### src/rtl/alu_pkg.sv
// Shared ALU definitions: FSM state encoding and chunk-count helpers for the
// multi-cycle subtract/compare unit.
package alu_pkg;

  typedef enum logic [1:0] {
    IDLE = 2'd0,
    RUN  = 2'd1,
    DONE = 2'd2
  } state_t;

  // Number of CHUNK-bit slices needed to cover WIDTH bits.
  function automatic int num_chunks(input int width, input int chunk);
    return width / chunk;
  endfunction

  // Counter width for a given chunk count; one spare bit keeps the
  // terminal value representable even when the count is a power of two.
  function automatic int cnt_width(input int n_chunks);
    return $clog2(n_chunks) + 1;
  endfunction

endpackage

### src/rtl/chunk_subtract.sv
// One CHUNK-bit slice of a - b, computed as a + ~b + cin.
// A carry out of 1 means "no borrow" out of this slice.
module chunk_subtract #(
  parameter int CHUNK = 8
) (
  input  logic [CHUNK-1:0] a_chunk,
  input  logic [CHUNK-1:0] b_chunk,
  input  logic             cin,
  output logic [CHUNK-1:0] sum,
  output logic             cout
);

  // Widen by one bit so the carry out lands in the top bit.
  always_comb begin
    {cout, sum} = {1'b0, a_chunk} + {1'b0, ~b_chunk} + {{CHUNK{1'b0}}, cin};
  end

endmodule

### src/rtl/multicycle_subtract_compare.sv
// Multi-cycle A-B subtractor/comparator. Operands are consumed CHUNK bits per
// cycle, least-significant slice first, with the slice carry held in a
// register between cycles. Results and flags are registered on entry to DONE
// and held until the consumer takes them.
module multicycle_subtract_compare
  import alu_pkg::*;
#(
  parameter int WIDTH = 32,
  parameter int CHUNK = 8
) (
  input  logic             clock,
  input  logic             reset_n,
  input  logic             in_valid,
  output logic             in_ready,
  input  logic [WIDTH-1:0] a,
  input  logic [WIDTH-1:0] b,
  input  logic             is_signed,
  output logic             out_valid,
  input  logic             out_ready,
  output logic [WIDTH-1:0] diff,
  output logic             less_than,
  output logic             not_equal,
  output logic             overflow,
  output logic             borrow
);

  localparam int NUM_CHUNKS = num_chunks(WIDTH, CHUNK);
  localparam int CNT_W      = cnt_width(NUM_CHUNKS);

  if (CHUNK < 1 || (WIDTH % CHUNK) != 0) begin : g_chunk_check
    $error("multicycle_subtract_compare: CHUNK (%0d) must divide WIDTH (%0d)", CHUNK, WIDTH);
  end

  state_t             state_q, state_d;
  logic               accept;
  logic               run_last;
  logic [CNT_W-1:0]   cnt_q;
  logic               carry_q;
  logic               nz_q;

  logic [WIDTH-1:0]   a_q, b_q;
  logic               sg_q, a_msb_q, b_msb_q;
  logic [WIDTH-1:0]   diff_run_q;

  logic               cin;
  logic [CHUNK-1:0]   chunk_sum;
  logic               chunk_cout;
  logic [WIDTH-1:0]   sum_ext;
  logic [WIDTH-1:0]   diff_next;
  logic               diff_msb;
  logic               ovf_next;
  logic               lt_next;
  logic               nz_next;

  logic [WIDTH-1:0]   diff_q;
  logic               lt_q, ne_q, ovf_q, br_q;

  // Single slice adder, reused every RUN cycle on the low slice of the
  // shifting operand registers.
  chunk_subtract #(
    .CHUNK (CHUNK)
  ) u_chunk (
    .a_chunk (a_q[CHUNK-1:0]),
    .b_chunk (b_q[CHUNK-1:0]),
    .cin     (cin),
    .sum     (chunk_sum),
    .cout    (chunk_cout)
  );

  // Slice datapath: carry-in select, diff assembly and final flag terms.
  always_comb begin
    cin       = (cnt_q == '0) ? 1'b1 : carry_q;
    sum_ext   = WIDTH'(chunk_sum);
    diff_next = (diff_run_q >> CHUNK) | (sum_ext << (WIDTH - CHUNK));
    diff_msb  = chunk_sum[CHUNK-1];
    ovf_next  = (a_msb_q ^ b_msb_q) & (diff_msb ^ a_msb_q);
    lt_next   = sg_q ? (diff_msb ^ ovf_next) : ~chunk_cout;
    nz_next   = ((cnt_q == '0) ? 1'b0 : nz_q) | (|chunk_sum);
  end

  // FSM state register.
  always_ff @(posedge clock or negedge reset_n) begin
    if (!reset_n) state_q <= IDLE;
    else          state_q <= state_d;
  end

  // FSM next-state logic.
  always_comb begin
    state_d = state_q;
    case (state_q)
      IDLE:    if (in_valid) state_d = RUN;
      RUN:     if (run_last) state_d = DONE;
      DONE:    if (out_ready) state_d = in_valid ? RUN : IDLE;
      default: state_d = IDLE;
    endcase
  end

  // FSM outputs and control strobes.
  always_comb begin
    in_ready  = (state_q == IDLE) || ((state_q == DONE) && out_ready);
    out_valid = (state_q == DONE);
    accept    = in_valid && in_ready;
    run_last  = (state_q == RUN) && (cnt_q == CNT_W'(NUM_CHUNKS - 1));
  end

  // Chunk counter, inter-slice carry and nonzero accumulator.
  always_ff @(posedge clock or negedge reset_n) begin
    if (!reset_n) begin
      cnt_q   <= '0;
      carry_q <= 1'b0;
      nz_q    <= 1'b0;
    end else if (accept) begin
      cnt_q   <= '0;
    end else if (state_q == RUN) begin
      cnt_q   <= cnt_q + 1'b1;
      carry_q <= chunk_cout;
      nz_q    <= nz_next;
    end
  end

  // Operand capture on accept, then shift one slice down per RUN cycle.
  always_ff @(posedge clock) begin
    if (accept) begin
      a_q     <= a;
      b_q     <= b;
      sg_q    <= is_signed;
      a_msb_q <= a[WIDTH-1];
      b_msb_q <= b[WIDTH-1];
    end else if (state_q == RUN) begin
      a_q        <= a_q >> CHUNK;
      b_q        <= b_q >> CHUNK;
      diff_run_q <= diff_next;
    end
  end

  // Result registers: loaded only as the last slice completes, so a
  // partial result is never visible and an aborted run leaves them cleared.
  always_ff @(posedge clock or negedge reset_n) begin
    if (!reset_n) begin
      diff_q <= '0;
      lt_q   <= 1'b0;
      ne_q   <= 1'b0;
      ovf_q  <= 1'b0;
      br_q   <= 1'b0;
    end else if (run_last) begin
      diff_q <= diff_next;
      lt_q   <= lt_next;
      ne_q   <= nz_next;
      ovf_q  <= ovf_next;
      br_q   <= ~chunk_cout;
    end
  end

  assign diff      = diff_q;
  assign less_than = lt_q;
  assign not_equal = ne_q;
  assign overflow  = ovf_q;
  assign borrow    = br_q;

endmodule

### config.mk
export PLATFORM = sky130hd
export DESIGN_NAME = multicycle_subtract_compare
export DESIGN_NICKNAME = d
export VERILOG_FILES = /design/src/rtl/alu_pkg.sv /design/src/rtl/chunk_subtract.sv /design/src/rtl/multicycle_subtract_compare.sv
export SDC_FILE = /design/constraint.sdc
export NUM_CORES = 1
export LEC_CHECK = 0
export ABC_AREA = 1
export CAP_MARGIN = 40
export CORE_ASPECT_RATIO = 1.2
export CORE_MARGIN = 3
export CORE_UTILIZATION = 34
export DETAILED_ROUTE_END_ITERATION = 10
export PLACE_DENSITY = 0.6
export SLEW_MARGIN = 10
export SYNTH_ARGS = -nofsm -noshare
export SYNTH_HDL_FRONTEND = slang
export SYNTH_SLANG_ARGS = --single-unit
### constraint.sdc
create_clock -name clock -period 5.2 [get_ports clock]
set_input_delay 0.52 -clock clock [delete_from_list [all_inputs] [get_ports clock]]
set_output_delay 0.52 -clock clock [all_outputs]
set_load 0.01 [all_outputs]
Yosys cells after proc, flatten, opt, wreduce, memory -nomap -nowiden
Cells that the tools add are included.
Word-level totals
  flip-flop bits (word level): 142
  word-level logic and storage cells: 57
  output and inout bits: 38
  input bits: 69
Operators by class
  add/subtract/negate cells: 3
  multiplexer cells: 14
  bitwise operators: 9
  equality and inequality tests: 6
  reductions and logical operators: 10
Operators with widths (number)
  2-to-1 mux 32 bit: 4
  bitwise OR 24 x 32 -> 32 bit: 1
  adder 8 x 8 -> 9 bit: 1
  adder 9 x 1 -> 9 bit: 1
  NOT 8 bit: 1
  OR reduction 8 bit: 1
  2-to-1 mux 2 bit: 3
  2-to-1 mux 3 bit: 2
  one-hot mux 2 bit (3 select lines): 1
  2-to-1 mux 1 bit: 4
  != test 2 bit, second input constant: 2
  adder 3 x 1 -> 3 bit, second input constant: 1
  == test 3 x 2 -> 1 bit, second input constant: 1
  logical AND 1 bit: 3
  zero test 3 bit: 1
  AND reduction 3 bit: 1
  bitwise XOR 1 bit: 3
  == test 2 x 1 -> 1 bit, second input constant: 1
  == test 2 bit, second input constant: 1
  zero test 2 bit: 1
  != test 2 x 1 -> 1 bit, second input constant: 1
  NOT 1 bit: 2
  AND reduction 2 bit: 1
  nonzero test 2 bit: 1
  3 further kinds: 3

Logic depth before layout (Yosys ltp)
  depth in word-level cells: 7
  mapped depth: 17
  gate-level depth less buffers: 17

By module
From an unflattened synthesis, not the netlist that was laid out.
Second synthesis, totals
  cell total of the unflattened synthesis: 567
  area, all modules: 5675.4 µm²
Modules (own cells, without submodules)
  multicycle_subtract_compare: area each 5258.8 µm², times used 1, sequential area each 3808.7 µm², cells each 491
  chunk_subtract: area each 416.6 µm², times used 1, sequential area each 0.0 µm², cells each 76

Least setup slack after synthesis
Ideal clock, no wire load.
  kind: reg2reg
  from: reg state_q[1]
  to: reg a_q[0], enable pin
  arrival time: 2370 ps
  stages on the path, launching flop included: 4
  period minus slack after synthesis: 2789 ps
  setup time: 419 ps
  data required time: 4781 ps
  buffers on the path: 0
  setup slack: 2411 ps
  cell sequence: dfrtp_1 -> nor2_4 -> nor2_1 -> inv_1
Between the ends
  cells in the longest elaborated chain, start to end: 5
  elaborated cells between the ends (all ways): 7
  those cells by class: eq/ne (2); reduce/logical (5)
RTL lines
  start, declared: RTL line multicycle_subtract_compare.sv:34  | state_t state_q, state_d;
  start signal, assigned: RTL line multicycle_subtract_compare.sv:84  | else state_q <= state_d;
  == test 2 bit: RTL line multicycle_subtract_compare.sv:100  | in_ready = (state_q == IDLE) || ((state_q == DONE) && out_ready);
  logical AND 1 bit: RTL line multicycle_subtract_compare.sv:100
  logical OR 1 bit: RTL line multicycle_subtract_compare.sv:100
  logical AND 1 bit: RTL line multicycle_subtract_compare.sv:102  | accept = in_valid && in_ready;
  nonzero test 2 bit (no line) (*)
  end signal, assigned: RTL line multicycle_subtract_compare.sv:130  | a_q <= a_q >> CHUNK;
  end, declared: RTL line multicycle_subtract_compare.sv:41  | logic [WIDTH-1:0] a_q, b_q;
Every way passes the cells marked *; elsewhere a longest branch is shown, timed or not.
A chain may end at the register's enable or synchronous reset.

Worst setup path in the final report
  from: in out_ready
  to: reg b_q[24], enable pin
Between the ends
  cells in the longest elaborated chain, start to end: 4
RTL lines
  start, declared: RTL line multicycle_subtract_compare.sv:19  | input logic out_ready,
  logical AND 1 bit: RTL line multicycle_subtract_compare.sv:100
  logical OR 1 bit: RTL line multicycle_subtract_compare.sv:100
  logical AND 1 bit: RTL line multicycle_subtract_compare.sv:102
  nonzero test 2 bit (no line)
  end signal, assigned: RTL line multicycle_subtract_compare.sv:131  | b_q <= b_q >> CHUNK;
  end, declared: RTL line multicycle_subtract_compare.sv:41
No other way between the ends.

==> flow_metrics.py <==
metrics = {
    "die": {
        "die_h_microns": 148,
        "ios": 107,
        "core_sq_mm": 0.0164,
        "die_area_sq_mm": 0.0184,
        "row_count": 51,
        "fp.dieW_microns": 124,
        "initial_core_util": 0.349,
    },
    "clock_network": {
        "cts_sinks": 134,
        "cts_hold_buf": 0,
        "cts_tree": "built",
        "cts_buffers": 17,
        "clk_latency_ns": 0.41,
        "clock-root-buffer": "clkbuf_16",
        "path_clk_slew_ns": 0.06,
        "post-cts-setup-buffers": 0,
        "cts_max_path_buffers": 2,
        "cts_resized": 0,
        "cts_max_level": 4,
    },
    "synthesis": {
        "synthFlopType": "edfxtp_1",
        "synth_edf_count": 91,
        "syn_nets": 648,
        "syn_area_sq_mm": 0.00573,
        "yosysTopAreaCell": "edfxtp_1",
        "ys_ff_latch": 134,
        "syn_area_per_cell_sq_um": 10.1,
        "postSynthCellCount": 567,
        "yosys_warnings": 0,
        "ys_top_cells_by_area": "edfxtp_1 (48%), dfrtp_1 (19%), nand2_1 (18%)",
        "synthArstFlopShare": 0.321,
        "synth_top_area_share": 0.477,
        "ys_types": 34,
        "synth-seq-area-share": 0.665,
    },
    "placement": {
        "io_buffers": 106,
        "dp_cells": 870,
        "hpwl_mm": 7.94,
        "finalWeightedCongestion": 0.776,
    },
    "power": {
        "intPower_mw": 3.36,
        "clkPwrFrac": 0.236,
        "p_per_area_mw_per_mm2": 670,
        "seq_power_share": 0.412,
        "comb_power_share": 0.352,
        "power_leakage_nw": 3.49,
        "power.switching_mw": 1.72,
        "p_sw_frac": 0.338,
        "vdd_drop_max_v": 0.000341,
    },
    "drt": {
        "drc_errors": 0,
        "viasPerCell": 4.41,
        "vias": 3979,
        "final_antenna_net_count": 0,
        "totalWireLength_mm": 11.4,
        "drt_pass1_iterations": 4,
        "wl_per_cell_microns": 12.6,
        "drtIter0Drc": 234,
    },
    "sta": {
        "fmax_mhz": 362,
        "hold_violations": 0,
        "slew_violations": 0,
        "rsz0062_at_grt": "false",
        "setup_viol": 0,
        "skew_ns": 0.00929,
        "slew_headroom": 0.415,
        "period_share": 0.532,
        "finalCriticalPeriod_ns": 2.77,
        "fin_setup_tns_ns": 0,
        "tightest_slew_ns": 0.875,
    },
    "worst_setup_path": {
        "setup.worst_path.class": "in -> reg",
        "rrSetupSlack_ns": 2.46,
        "cp.arrival_ns": 2.85,
        "start_kind": "input pin",
        "cp_max_fo": 66,
        "endpoint_kind": "register",
        "critPathRequiredTime_ns": 5.28,
    },
    "finish": {
        "area_growth_pct": 32.5,
        "layoutNonFillerInstCount": 902,
        "layout.nets": 758,
        "final_common_cell": "nand2_1",
        "final_cell_mix": "nand2_1 (268), clkdlybuf4s50_1 (105), edfxtp_1 (91), inv_1 (53), dfrtp_1 (43)",
        "antenna_cells": 0,
        "drive_above_1_share": 0.0739,
    },
    "grt": {
        "grt_pass1_wl_mm": 18.7,
        "grt_max_degree": 67,
        "use_met3": 0.0417,
        "use_met2": 0.203,
        "antenna_found_initial": 0,
        "grt_use_total": 0.126,
        "use_met1": 0.157,
        "grt.busiest_layer": "met2",
        "grt_pass1_vias": 4047,
        "grt.overflow.total": 0,
    },
    "hold_path": {
        "min_path_type": "in -> async",
    },
    "outcome": {
        "status": "complete, no violations",
    },
    "job": {
        "cap_viol_max_count": 0,
    },
}
==> worst max-delay path, stage by stage <==
cell	delay [ns]
clkdlybuf4s50_1	0.45
inv_1	0.05
a21oi_2	0.15
nand2_2	0.06
buf_4	0.31
inv_2	0.12
nor2_1	0.06
inv_2	0.65
buf_4	0.44
==> per-stage QoR <==
| step | setup slack [ns] | util | power [mW] | hold slack [ns] | area (sq um) |
|---|---|---|---|---|---|
| floorplan | 2.41 | - | 3.28 | 0.224 | 5730 |
| global placement | 2.00 | 0.424 | 3.85 | 0.423 | 6950 |
| detailed placement | 1.93 | 0.425 | 3.93 | 0.430 | 6970 |
| CTS | 2.37 | 0.462 | 5.14 | 0.0691 | 7580 |
| global route | 2.15 | 0.462 | 5.45 | 0.0960 | 7580 |
| finish | 2.43 | 0.462 | 5.08 | 0.0701 | 7580 |
==> synthesized netlist by cell type (2+ instances only) <==
cell / instances
edfxtp_1: 91
nand4_1: 2
o21ai_1: 2
inv_1: 54
buf_2: 7
clkbuf_1: 2
nand2_1: 269
buf_6: 2
inv_2: 2
dfrtp_1: 43
o21ai_0: 6
nand3_2: 2
ha_1: 10
buf_4: 8
nor2_1: 30
nand3_1: 14
a21oi_1: 4
or2_4: 2
fa_1: 2
==> power by group through the flow <==
| stage | registers (mW) | logic, mW | clock network (mW) |
|---|---|---|---|
| 6_report | 2.09 | 1.79 | 1.20 |
| 5_1_grt | 2.15 | 2.04 | 1.26 |
| 4_1_cts | 2.10 | 1.82 | 1.22 |
| 3_5_place_dp | 2.11 | 1.81 | 0 |
| 3_3_place_gp | 2.09 | 1.76 | 0 |
| 2_1_floorplan | 2.13 | 1.15 | 0 |
==> area by class of cell <==
| type | instances | area (sq um) |
|---|---|---|
| multi-input combinational | 357 | 1580 |
| fill | 1521 | 8820 |
| clock buffer | 24 | 534 |
| inverter | 57 | 215 |
| tap | 212 | 265 |
| timing repair buffer | 110 | 1100 |
| clock inverter | 8 | 82.6 |
| sequential | 134 | 3810 |
==> sequential cells by signal (all words and copies together), names as in the netlist <==
signal,count
diff,32
a_msb_q,1
b_msb_q,1
cnt_q,3
nz_q,1
b_q,32
sg_q,1
not_equal,1
a_q,32
less_than,1
carry_q,1
state_q,2
overflow,1
diff_run_q,24
borrow,1
==> metal layers <==
layer	routed length (microns)	share of wire
met4	230	0.020
met2	5270	0.46
met3	729	0.064
met5	0	0
met1	5130	0.45
==> cell families (layout without fill, tap and decap cells) <==
kind of cell    count (synthesis)  after routing  synth area share
compound gates                 19             19            0.0201
buf+inv                        76            199            0.0594
fa+ha+maj                      12             12            0.0288
flops                         134            134             0.665
simple gates                  326            326             0.226
==> worst paths after layout <==
kind	from	end	cells after the start
worst max register to register	state_q[0]	b_q[24]	5
min in group clock	diff_run_q[8]	diff[0]	2
worst min register to register	diff_run_q[8]	diff[0]	2
worst max-delay path	out_ready	b_q[24]	9
worst min-delay path	reset_n	diff[2]	1
max in group asynchronous	reset_n	not_equal	2
Note: power is estimated with default switching activity, not from simulation.
